[src/rtl/music_sequencer.sv]
`default_nettype none
// ============================================================================
// Module      : music_sequencer
// Description : Beat-based song sequencer with play/pause/stop transport and
//               next/prev song selection. A prescaler divides clk into beat
//               ticks; ibeat walks 0..BEAT_LEN-1 through the selected song.
//               Optional build macro SEQ_AUTONEXT_EN: at end of song, advance
//               to the next song and keep playing instead of entering DONE.
// Revision    : 1.0 - initial release
// ============================================================================
module music_sequencer #(
  parameter int BEAT_LEN  = 512,
  parameter int NUM_SONGS = 4,
  parameter int TICK_DIV  = 12500000
) (
  input  logic        clk,
  input  logic        reset,
  input  logic        play,
  input  logic        stop,
  input  logic        next,
  input  logic        prev,
  output logic [11:0] ibeat,
  output logic [1:0]  song_sel,
  output logic [1:0]  state,
  output logic        playing,
  output logic        song_done
);

  typedef enum logic [1:0] {
    ST_STOP  = 2'd0,
    ST_PLAY  = 2'd1,
    ST_PAUSE = 2'd2,
    ST_DONE  = 2'd3
  } state_t;

  localparam int               c_CNT_W     = $clog2(TICK_DIV);
  localparam logic [c_CNT_W-1:0] c_CNT_LAST  = c_CNT_W'(TICK_DIV - 1);
  localparam logic [c_CNT_W-1:0] c_CNT_ONE   = c_CNT_W'(1);
  localparam logic [11:0]      c_BEAT_LAST = 12'(BEAT_LEN - 1);
  localparam logic [1:0]       c_SONG_LAST = 2'(NUM_SONGS - 1);

  state_t               r_state;
  logic [c_CNT_W-1:0]   r_cnt;
  logic                 w_sel_cmd;
  logic                 w_tick;
  logic [1:0]           w_song_inc;
  logic [1:0]           w_song_dec;

  assign state = r_state;

  // Exactly one of next/prev is a song-select command; both together cancel.
  assign w_sel_cmd = next ^ prev;
  assign w_tick    = (r_state == ST_PLAY) && (r_cnt == c_CNT_LAST);

  // Modulo-NUM_SONGS neighbours of the current song.
  always_comb begin
    w_song_inc = (song_sel == c_SONG_LAST) ? 2'd0 : song_sel + 2'd1;
    w_song_dec = (song_sel == 2'd0) ? c_SONG_LAST : song_sel - 2'd1;
  end

  // Transport FSM with prescaler and beat position; command priority is
  // stop > next/prev > play, and any accepted command swallows a beat tick.
  always_ff @(posedge clk) begin
    if (reset) begin
      r_state   <= ST_STOP;
      r_cnt     <= '0;
      ibeat     <= 12'd0;
      song_sel  <= 2'd0;
      playing   <= 1'b0;
      song_done <= 1'b0;
    end else begin
      song_done <= 1'b0;
      if (stop) begin
        r_state <= ST_STOP;
        playing <= 1'b0;
        ibeat   <= 12'd0;
        r_cnt   <= '0;
      end else if (w_sel_cmd) begin
        song_sel <= next ? w_song_inc : w_song_dec;
        ibeat    <= 12'd0;
        r_cnt    <= '0;
        // PLAY and PAUSE are kept, so playing is already correct.
        if (r_state == ST_DONE) begin
          r_state <= ST_STOP;
          playing <= 1'b0;
        end
      end else if (play) begin
        case (r_state)
          ST_STOP: begin
            r_state <= ST_PLAY;
            playing <= 1'b1;
          end
          ST_PLAY: begin
            r_state <= ST_PAUSE;
            playing <= 1'b0;
          end
          ST_PAUSE: begin
            r_state <= ST_PLAY;
            playing <= 1'b1;
          end
          default: begin
            r_state <= ST_PLAY;
            playing <= 1'b1;
            ibeat   <= 12'd0;
            r_cnt   <= '0;
          end
        endcase
      end else if (r_state == ST_PLAY) begin
        if (w_tick) begin
          r_cnt <= '0;
          if (ibeat == c_BEAT_LAST) begin
            song_done <= 1'b1;
`ifdef SEQ_AUTONEXT_EN
            ibeat    <= 12'd0;
            song_sel <= w_song_inc;
`else
            r_state  <= ST_DONE;
            playing  <= 1'b0;
`endif
          end else begin
            ibeat <= ibeat + 12'd1;
          end
        end else begin
          r_cnt <= r_cnt + c_CNT_ONE;
        end
      end
    end
  end

endmodule
`default_nettype wire
[config.mk]
export PLATFORM = sky130hd
export DESIGN_NAME = music_sequencer
export DESIGN_NICKNAME = d
export VERILOG_FILES = /design/src/rtl/music_sequencer.sv
export SDC_FILE = /design/constraint.sdc
export NUM_CORES = 1
export LEC_CHECK = 0
export ABC_CLOCK_PERIOD_IN_PS = 4500
export CORE_MARGIN = 2
export CORE_UTILIZATION = 40
export DETAILED_ROUTE_END_ITERATION = 8
export GPL_TIMING_DRIVEN = 0
export HOLD_SLACK_MARGIN = 0.05
export PLACE_DENSITY = 0.68
export SLEW_MARGIN = 5
export SYNTH_ARGS = -nofsm -noshare
export SYNTH_HDL_FRONTEND = slang
export SYNTH_SLANG_ARGS = --single-unit
[constraint.sdc]
create_clock -name clk -period 4.5 [get_ports clk]
set_clock_uncertainty 0.1 [all_clocks]
set_input_delay 0.675 -clock clk [delete_from_list [all_inputs] [get_ports clk]]
set_output_delay 0.675 -clock clk [all_outputs]
set_load 0.03 [all_outputs]
==> results of run 1 <==
-- logic make-up after synthesis --
| kind of cell | Yosys count |
|---|---|
| AOI/OAI and AO/OA | 77 |
| xor gates and xnor gates | 9 |
| adders and majority gates | 2 |
| buffers and inverters | 25 |
| DFF | 42 |
| muxes | 2 |
| and+or+nand+nor | 141 |
-- per-layer routing --
metal / track usage (%) / vias to the layer above
met5: 0 / -
met1: 29.3 / 1119
met2: 30.2 / 66
met3: 3.96 / 9
met4: 9.00 / 0
li1: - / 1208
-- state kept, by name, indices dropped and copies added (netlist names) --
register   flops
playing        1
song_sel       2
state          2
ibeat         12
r_cnt         24
song_done      1
-- cell type report --
type                            count  area (sq um)
Tap cell                           75          93.8
Inverter                            5          18.8
Multi-Input combinational cell    231          1470
Clock inverter                      2          12.5
Fill cell                         569          3050
Sequential cell                    42           841
Buffer                             20          98.8
Clock buffer                        6          82.6
Timing Repair Buffer               22           220
-- power by group through the flow --
stage	Sequential (mW)	Combinational (mW)	Clock, mW
floorplan	0.388	0.0292	0
global placement	0.384	0.0534	0
detailed placement	0.384	0.0536	0
CTS	0.375	0.0539	0.267
global route	0.376	0.0590	0.280
finish	0.375	0.0544	0.263
-- per-stage QoR --
step | cells | hold WS, ns
2_1_floorplan | 298 | 0.347
3_3_place_gp | 395 | 0.365
3_5_place_dp | 395 | 0.370
4_1_cts | 403 | 0.385
5_1_grt | 403 | 0.405
6_report | 403 | 0.383
-- tightest hold or removal path, cell delays in order, from the launching register on --
cell     delay, ns
dfxtp_1       0.32
o21ai_0       0.06
a21oi_1       0.06
-- cells in the final DEF, fill, tap and decap left out, types with 7 or more instances in the layout --
| cell | instances |
|---|---|
| o21ai_0 | 14 |
| a41oi_1 | 7 |
| a21oi_1 | 13 |
| dfxtp_1 | 42 |
| or3_1 | 8 |
| a31oi_1 | 19 |
| nor2_1 | 17 |
| and4_1 | 8 |
| nor3_1 | 8 |
| nand4_1 | 16 |
| clkdlybuf4s50_1 | 22 |
| nand2_1 | 33 |
| nand3_1 | 19 |
| clkbuf_1 | 8 |
-- Yosys cell counts, drive strengths merged --
cell     instances
a21oi           14
xor2             3
clkbuf           9
nor4             7
nand4           17
o22a             2
inv              5
and2             1
a21o             3
o21a             1
mux2i            2
a31oi           19
o21ai           15
nand2           33
a22oi            2
ha               2
nor3             8
a41o             2
or3              8
o31ai            2
or2              4
and3             4
o2bb2ai          1
and4             9
o31a             2
nor3b            2
dfxtp           42
nand3           19
buf             11
xnor2            6
nand3b           1
and4bb           1
a311oi           5
or4              7
a22o             1
nor4b            3
a41oi            7
nor2            17
a2111oi          1
-- worst max path at each step --
stage / end
3_5_place_dp: song_done
3_3_place_gp: song_done
2_1_floorplan: ibeat[0]
5_1_grt: ibeat[4]
6_report: song_done
4_1_cts: song_done
==> impl_results.md, run 1 <==
* Outcome: finished clean
* Die width at 81.9 microns
* Clock slew seen by the registers of the worst setup and hold paths at 0.09 ns
* Synth Register Bits at 42
* Vias per cell at 5.96
* Post-CTS Setup Inserts at 0
* Pleak at 0.902 nW
* Hold Crit Endpoint: playing
* Largest buffer count on any clock path at 2
* Crit-path max FO at 10
* Antenna violations before repair at 0
* Uppermost routed layer: met4
* Later-pin clock latency in the skew report at 0.31 ns
* Placed inst area at 2740 sq um
* Routed WL at 6420 microns
* Worst path arrival time at 3.08 ns
* Clock share of power at 38.0%
* Pint at 516 uW
* Post-route setup TNS at 0 ns
* Register area share after synthesis at 34.6%
* GRT Total Usage at 20.6%
* Starting density of the core at 41.3%
* Area leader, netlist: dfxtp_1
* Final setup vio count at 0
* Critical path type: in2reg
* Count of max-cap constraint violations at 0
* Routed met3 length at 391 microns
* Cts bufs inserted at 5
* First-pass GRT wire length at 10700 microns
* Max Freq at 334 MHz
* Adder-Cell Fraction of Synth Area at 1.03%
* Metal2 WL at 2870 microns
* Initial DRC Count at 197
* Post-CTS Hold Fix Bufs at 0
* Mapped Nets at 306
* Peak supply drop at 0.122 mV
* Vias in the first global route at 2131
* RSZ-0062 raised after global routing: false
* Worst setup path start: next
* Nets at 335
* Pwr per Cell Area at 244 nW/um^2
* Vias at 2402
* Layout overhead on the synthesized area at 16.8%
* Resized cells post-CTS at 0
* Largest net degree at the start of global routing at 14
* Multiplexer share of the synthesized area at 0.824%
* Core area at 5890 sq um
* Final number of hold-violating endpoints at 0
* Grt ovf at 0
* Synth unique cells at 53
* Critical-path top delay cell: clkdlybuf4s50_1
* Final Power at 693 uW
* HP Class: reg2reg
* Yosys warns at 0
* Synth area leaders: dfxtp_1 (35%), nand2_1 (5.1%), a31oi_1 (4.9%), nand4_1 (4.1%), nand3_1 (3.9%)
* R2R Setup Slk at 2.00 ns
* Die area at 6710 sq um
* Sw Share at 25.6%
* Stages on worst setup path at 7
* Share of Yosys cell area claimed by the top area cell type at 34.6%
* Buffers and inverters on the worst path at 4
* Critical path's top delay family: buffers and inverters
* Post-synthesis simple-gate area fraction at 34.1%
* Final worst path period share at 66.4%
* Largest family of logic cells by synthesized area: simple AND/OR/NAND/NOR gates
* FF-to-FF End: r_cnt[11]
* Worst EP required at 4.59 ns
* Pins over their slew limit at 0
* Synth Area in Compound Gates at 21.4%
* Pre-antenna DRT Iters at 4
* Post-route ant nets at 0
* Per-cell routed wire length at 15.9 microns
* Die Height at 81.9 microns
* I/O pins at 24
* Max transition margin at 44.9%
* Cell repeated most along the worst path: clkbuf_1
* DRC viols at 0
* RePlAce Congestion at 0.932
* Syn Inst Count at 298
* Worst r2r src: r_cnt[0]
* PnR worst setup slack at 1.51 ns
* Largest stage delay, worst path at 0.55 ns
* Pre-CTS WS at 1.22 ns
* CTS tree: done
* Count of clock tree sinks at 42
* Layout cells sized above 1 at 8.54%
* Flop pwr share at 54.2%
* Post-Route Utilization at 48.2%
* M1 wire length at 3040 microns
* Worst Hold Launch: playing
* Hold depth at 2
* Htree depth at 2
* Post-synthesis xor/xnor area fraction at 3.25%
* Final Cell Area at 2840 sq um
* Worst R2R Path Depth at 7
* Minimum clock period at 2.99 ns
* Dpl hpwl at 4480 microns
* Root buffer cell: clkbuf_8
* Critical Path Start Type: primary input
* Worst Tran Pin Value at 0.818 ns
* Switching pwr at 177 uW
* Cell area after synthesis at 2430 sq um
* CP Cell Sequence: clkdlybuf4s50_1, xor2_1, or2_2, clkbuf_1, clkbuf_1, buf_2, nor3_1
* Port Buffers at 22
* Comb pwr share at 7.8%
* # rows at 28
* Avg Synthesized Cell Area at 8.15 sq um
* Antenna Cells at 0
* CP Capture Type: flop
Note: power is estimated with default switching activity, not from simulation.
==> inputs of run 2 (changes only) <==
- ABC_CLOCK_PERIOD_IN_PS: 4500 -> 2400
- PLACE_DENSITY: 0.68 -> 0.71
- clock period: 4.5 -> 2.4 ns (I/O delays scaled with it)
==> impl_results.md, run 2 (synthesis gave the netlist of run 1 again) <==
* Clock share of power at 37.8%
* Clock slew seen by the registers of the worst setup and hold paths at 0.09 ns
* Final worst path period share at 98.2%
* Nets at 334
* GRT Total Usage at 21.4%
* Die width at 81.9 microns
* Final Cell Area at 2890 sq um
* Layout cells sized above 1 at 12.2%
* # rows at 28
* I/O pins at 24
* Peak supply drop at 0.384 mV
* Comb pwr share at 8.1%
* Layout filler cell count at 588
* Largest buffer count on any clock path at 2
* Worst Tran Pin Value at 0.833 ns
* Per-cell routed wire length at 16.7 microns
* Final number of hold-violating endpoints at 0
* Root buffer cell: clkbuf_8
* Antenna violations before repair at 0
* Later-pin clock latency in the skew report at 0.30 ns
* Placed inst area at 2740 sq um
* Max reg flops at 24
* Pint at 969 uW
* Dpl hpwl at 4610 microns
* Minimum clock period at 2.36 ns
* Pre-CTS WS at -0.559 ns
* Top reg by flops: r_cnt
* Worst hold slack at 0.384 ns
* RePlAce Congestion at 0.877
* Port Buffers at 22
* Critical path type: reg2reg
* HP Class: reg2reg
* Htree depth at 2
* Count of max-cap constraint violations at 0
* Switching pwr at 334 uW
* Largest stage delay, worst path at 0.72 ns
* Critical Path Start Type: flop
* Die Height at 81.9 microns
* Die area at 6710 sq um
* Multi-input logic area at 1510 sq um
* CP Cell Sequence: ha_2, and4_2, nand4_1, nor4_1, nand3_1, mux2i_1
* Final Power at 1.30 mW
* R2R Setup Slk at 0.04 ns
* CTS tree: done
* Count of clock tree sinks at 42
* PnR worst setup slack at 0.0441 ns
* Vias per cell at 6.28
* Top flop regs: r_cnt (24), ibeat (12)
* Grt ovf at 0
* Critical-path top delay cell: nor4_1
* Max Freq at 424 MHz
* Worst EP required at 2.50 ns
* Commonest cells after routing, fill and taps aside: dfxtp_1 (40), nand2_1 (33), clkdlybuf4s50_1 (22)
* RSZ-0062 raised after global routing: false
* Routed WL at 6720 microns
* Cells after DPL at 395
* Final setup vio count at 0
* Cts bufs inserted at 5
* Sw Share at 25.6%
* CP Capture Type: flop
* Post-route ant nets at 0
* Worst path arrival time at 2.45 ns
* Core area at 5890 sq um
* Post-CTS Hold Fix Bufs at 0
* Post-route setup TNS at 0 ns
* DRC viols at 0
* Vias at 2524
* Crit-path max FO at 5
* Pwr per Cell Area at 451 nW/um^2
* First-pass GRT wire length at 11300 microns
* Max transition margin at 44.0%
* Final Non-Filler Cells at 402
* Reg area at 843 sq um
* Pleak at 0.909 nW
* Layout overhead on the synthesized area at 18.9%
* Flop pwr share at 54.1%
* Vias in the first global route at 2360
* Pre-antenna DRT Iters at 5
* Antenna Cells at 0
* Most common cell after layout, fill and taps aside: dfxtp_1
* Initial DRC Count at 272
* Starting density of the core at 41.3%
* Pins over their slew limit at 0
* Largest net degree at the start of global routing at 14
* Outcome: finished clean
* Post-Route Utilization at 49.1%
run 2: changes by cell type in the layout (fill, tap and decap cells not counted), moves of 2 or more:
cell / previous run / this run
clkbuf_1: 8 / 4
clkbuf_2: 1 / 4
dfxtp_2: 0 / 2
ha_2: 0 / 2
ha_1: 2 / 0
dfxtp_1: 42 / 40
run 2: power groups by stage:
stage | Sequential (mW) | Combinational [mW] | Clock (mW)
finish | 0.704 | 0.106 | 0.492
floorplan | 0.728 | 0.0548 | 0
CTS | 0.704 | 0.103 | 0.500
detailed placement | 0.721 | 0.101 | 0
global placement | 0.721 | 0.0996 | 0
global route | 0.705 | 0.114 | 0.531
run 2: worst max-delay path: cells and delay by family, from the launching register on:
kind | cells | cell delay [ns]
multiplexers | 1 | 0.15
adder cells (fa/ha/maj) | 1 | 0.24
AND/OR/NAND/NOR | 4 | 1.38
flip-flops | 1 | 0.39
run 2: final cells by class:
cell class / count / area share [%]
Buffer: 19 / 3.55
Clock buffer: 6 / 2.86
Clock inverter: 2 / 0.433
Inverter: 5 / 0.650
Multi-Input combinational cell: 231 / 52.4
Sequential cell: 42 / 29.2
Tap cell: 75 / 3.25
Timing Repair Buffer: 22 / 7.63
run 2: layer usage:
layer  vias to the layer above  global-route usage (%)  routed length [microns]
met1                      1201                    29.1                     3120
met2                       103                    33.3                     3060
li1                       1208                       -                        -
met4                         0                    8.17                      103
met5                         -                       0                        0
met3                        12                    4.40                      431
run 2: path summary, 6_finish.rpt:
kind / to / start / depth (start not counted)
setup / recovery: ibeat[6] / r_cnt[1] / 6
hold / removal: playing / playing / 2
setup reg to reg: ibeat[6] / r_cnt[1] / 6
hold reg to reg: playing / playing / 2
run 2: timing repair:
| action | CTS | global route |
|---|---|---|
| setup endpoints to repair | 30 | 28 |
| buffers inserted | 0 | 0 |
| gates resized for setup | 7 | 9 |
==> inputs of run 3 (changes only) <==
- CORE_ASPECT_RATIO: not set -> 0.6
==> impl_results.md, run 3 (synthesis gave the netlist of run 1 again) <==
* CTS tree: done
* Later-pin clock latency in the skew report at 0.29 ns
* Top reg by flops: r_cnt
* RSZ-0062 raised after global routing: false
* Critical Path Start Type: flop
* Final Power at 1.25 mW
* Outcome: finished clean
* Peak supply drop at 0.254 mV
* Largest buffer count on any clock path at 2
* Routed WL at 7140 microns
* Worst Tran Pin Value at 0.551 ns
* First-pass GRT wire length at 11700 microns
* Vias per cell at 6.30
* Clock share of power at 35.3%
* Vias at 2557
* Die width at 105 microns
* DRC viols at 0
* Worst path arrival time at 2.42 ns
* Crit-path max FO at 10
* Htree depth at 2
* Critical path type: reg2reg
* Grt ovf at 0
* Layout cells sized above 1 at 11.7%
* Pins over their slew limit at 0
* Final Non-Filler Cells at 406
* Final setup vio count at 0
* Cts bufs inserted at 5
* Layout filler cell count at 574
* Count of max-cap constraint violations at 0
* Pre-antenna DRT Iters at 6
* Die area at 6730 sq um
* Clock slew seen by the registers of the worst setup and hold paths at 0.08 ns
* Initial DRC Count at 290
* Cells after DPL at 400
* Top flop regs: r_cnt (24), ibeat (12)
* I/O pins at 24
* Antenna Cells at 0
* Nets at 334
* Layout overhead on the synthesized area at 18.8%
* Most common cell after layout, fill and taps aside: dfxtp_1
* Antenna violations before repair at 0
* Root buffer cell: clkbuf_8
* Pleak at 0.901 nW
* Core area at 5730 sq um
* Die Height at 64.4 microns
* Max Freq at 433 MHz
* Per-cell routed wire length at 17.6 microns
* Worst EP required at 2.51 ns
* Count of clock tree sinks at 42
* Post-route ant nets at 0
* RePlAce Congestion at 0.989
* # rows at 21
* Dpl hpwl at 5210 microns
* Minimum clock period at 2.31 ns
* Max transition margin at 63.0%
* Final worst path period share at 96.3%
* Flop pwr share at 56.2%
* Largest net degree at the start of global routing at 12
* GRT Total Usage at 22.0%
* HP Class: reg2reg
* Pwr per Cell Area at 434 nW/um^2
* Comb pwr share at 8.6%
* Sw Share at 25.2%
* Pint at 938 uW
* Commonest cells after routing, fill and taps aside: dfxtp_1 (41), nand2_1 (33), clkdlybuf4s50_1 (22)
* Switching pwr at 315 uW
* Post-CTS Setup Inserts at 0
* Worst hold slack at 0.404 ns
* Final number of hold-violating endpoints at 0
* Starting density of the core at 42.4%
* CP Capture Type: flop
* Port Buffers at 22
* Max reg flops at 24
* Vias in the first global route at 2279
==> run 3: routing by layer <==
metal	track usage (%)	part of all wire, %	wire length, microns	vias to the layer above
met2	28.2	39	2810	166
met1	33.5	46	3280	1175
li1	-	-	-	1204
met5	0	0	0	-
met4	5.50	1.1	77	0
met3	8.16	14	982	12
==> run 3: power groups by stage <==
stage               Sequential (mW)  Combinational [mW]  Clock [mW]
finish                        0.704               0.107       0.442
global placement              0.720               0.100           0
global route                  0.705               0.116       0.483
detailed placement            0.721               0.102           0
floorplan                     0.728              0.0548           0
CTS                           0.704               0.102       0.449
==> run 3: worst paths after layout <==
path                            slack, ns  startpoint  cells past startpoint         to
worst max-delay path                 0.09    state[0]                      6  r_cnt[16]
worst min-delay path                 0.40     playing                      2    playing
worst max register to register       0.09    state[0]                      6  r_cnt[16]
worst min register to register       0.40     playing                      2    playing
==> run 3: metrics by stage <==
| stage | util, % | setup WS [ns] | TNS [ns] | instance area, sq um |
|---|---|---|---|---|
| 3_3_place_gp | 48.0 | -0.531 | -11.98 | 2750 |
| 5_1_grt | 50.4 | 0.000112 | 0 | 2890 |
| 2_1_floorplan | - | 0.161 | 0 | 2430 |
| 4_1_cts | 49.4 | 0.0242 | 0 | 2830 |
| 6_report | 50.4 | 0.0891 | 0 | 2890 |
| 3_5_place_dp | 48.0 | -0.602 | -14.04 | 2750 |
==> run 3: repair_timing <==
action | CTS | global route
setup endpoints to repair | 30 | 28
hold buffers | 0 | 0
gates resized for setup | 4 | 14
endpoints found under the hold margin | 0 | 0
==> run 3: worst max-delay path, cell delays in order (launching register included) <==
cell and delay [ns]:
dfxtp_1 0.36, buf_2 0.21, nor3b_4 0.38, o21a_1 0.31, buf_1 0.47, nand3_1 0.14
a31oi_1 0.25
==> run 3: layout make-up <==
type | count | area, sq um | share of cell area [%]
plain buffers | 19 | 100 | 3.47
clock buffers | 7 | 76.3 | 2.65
inverters | 5 | 18.8 | 0.650
multi-input cells | 231 | 1530 | 52.9
flip-flops and latches | 42 | 842 | 29.2
well taps | 80 | 100 | 3.47
repair buffers | 22 | 220 | 7.63
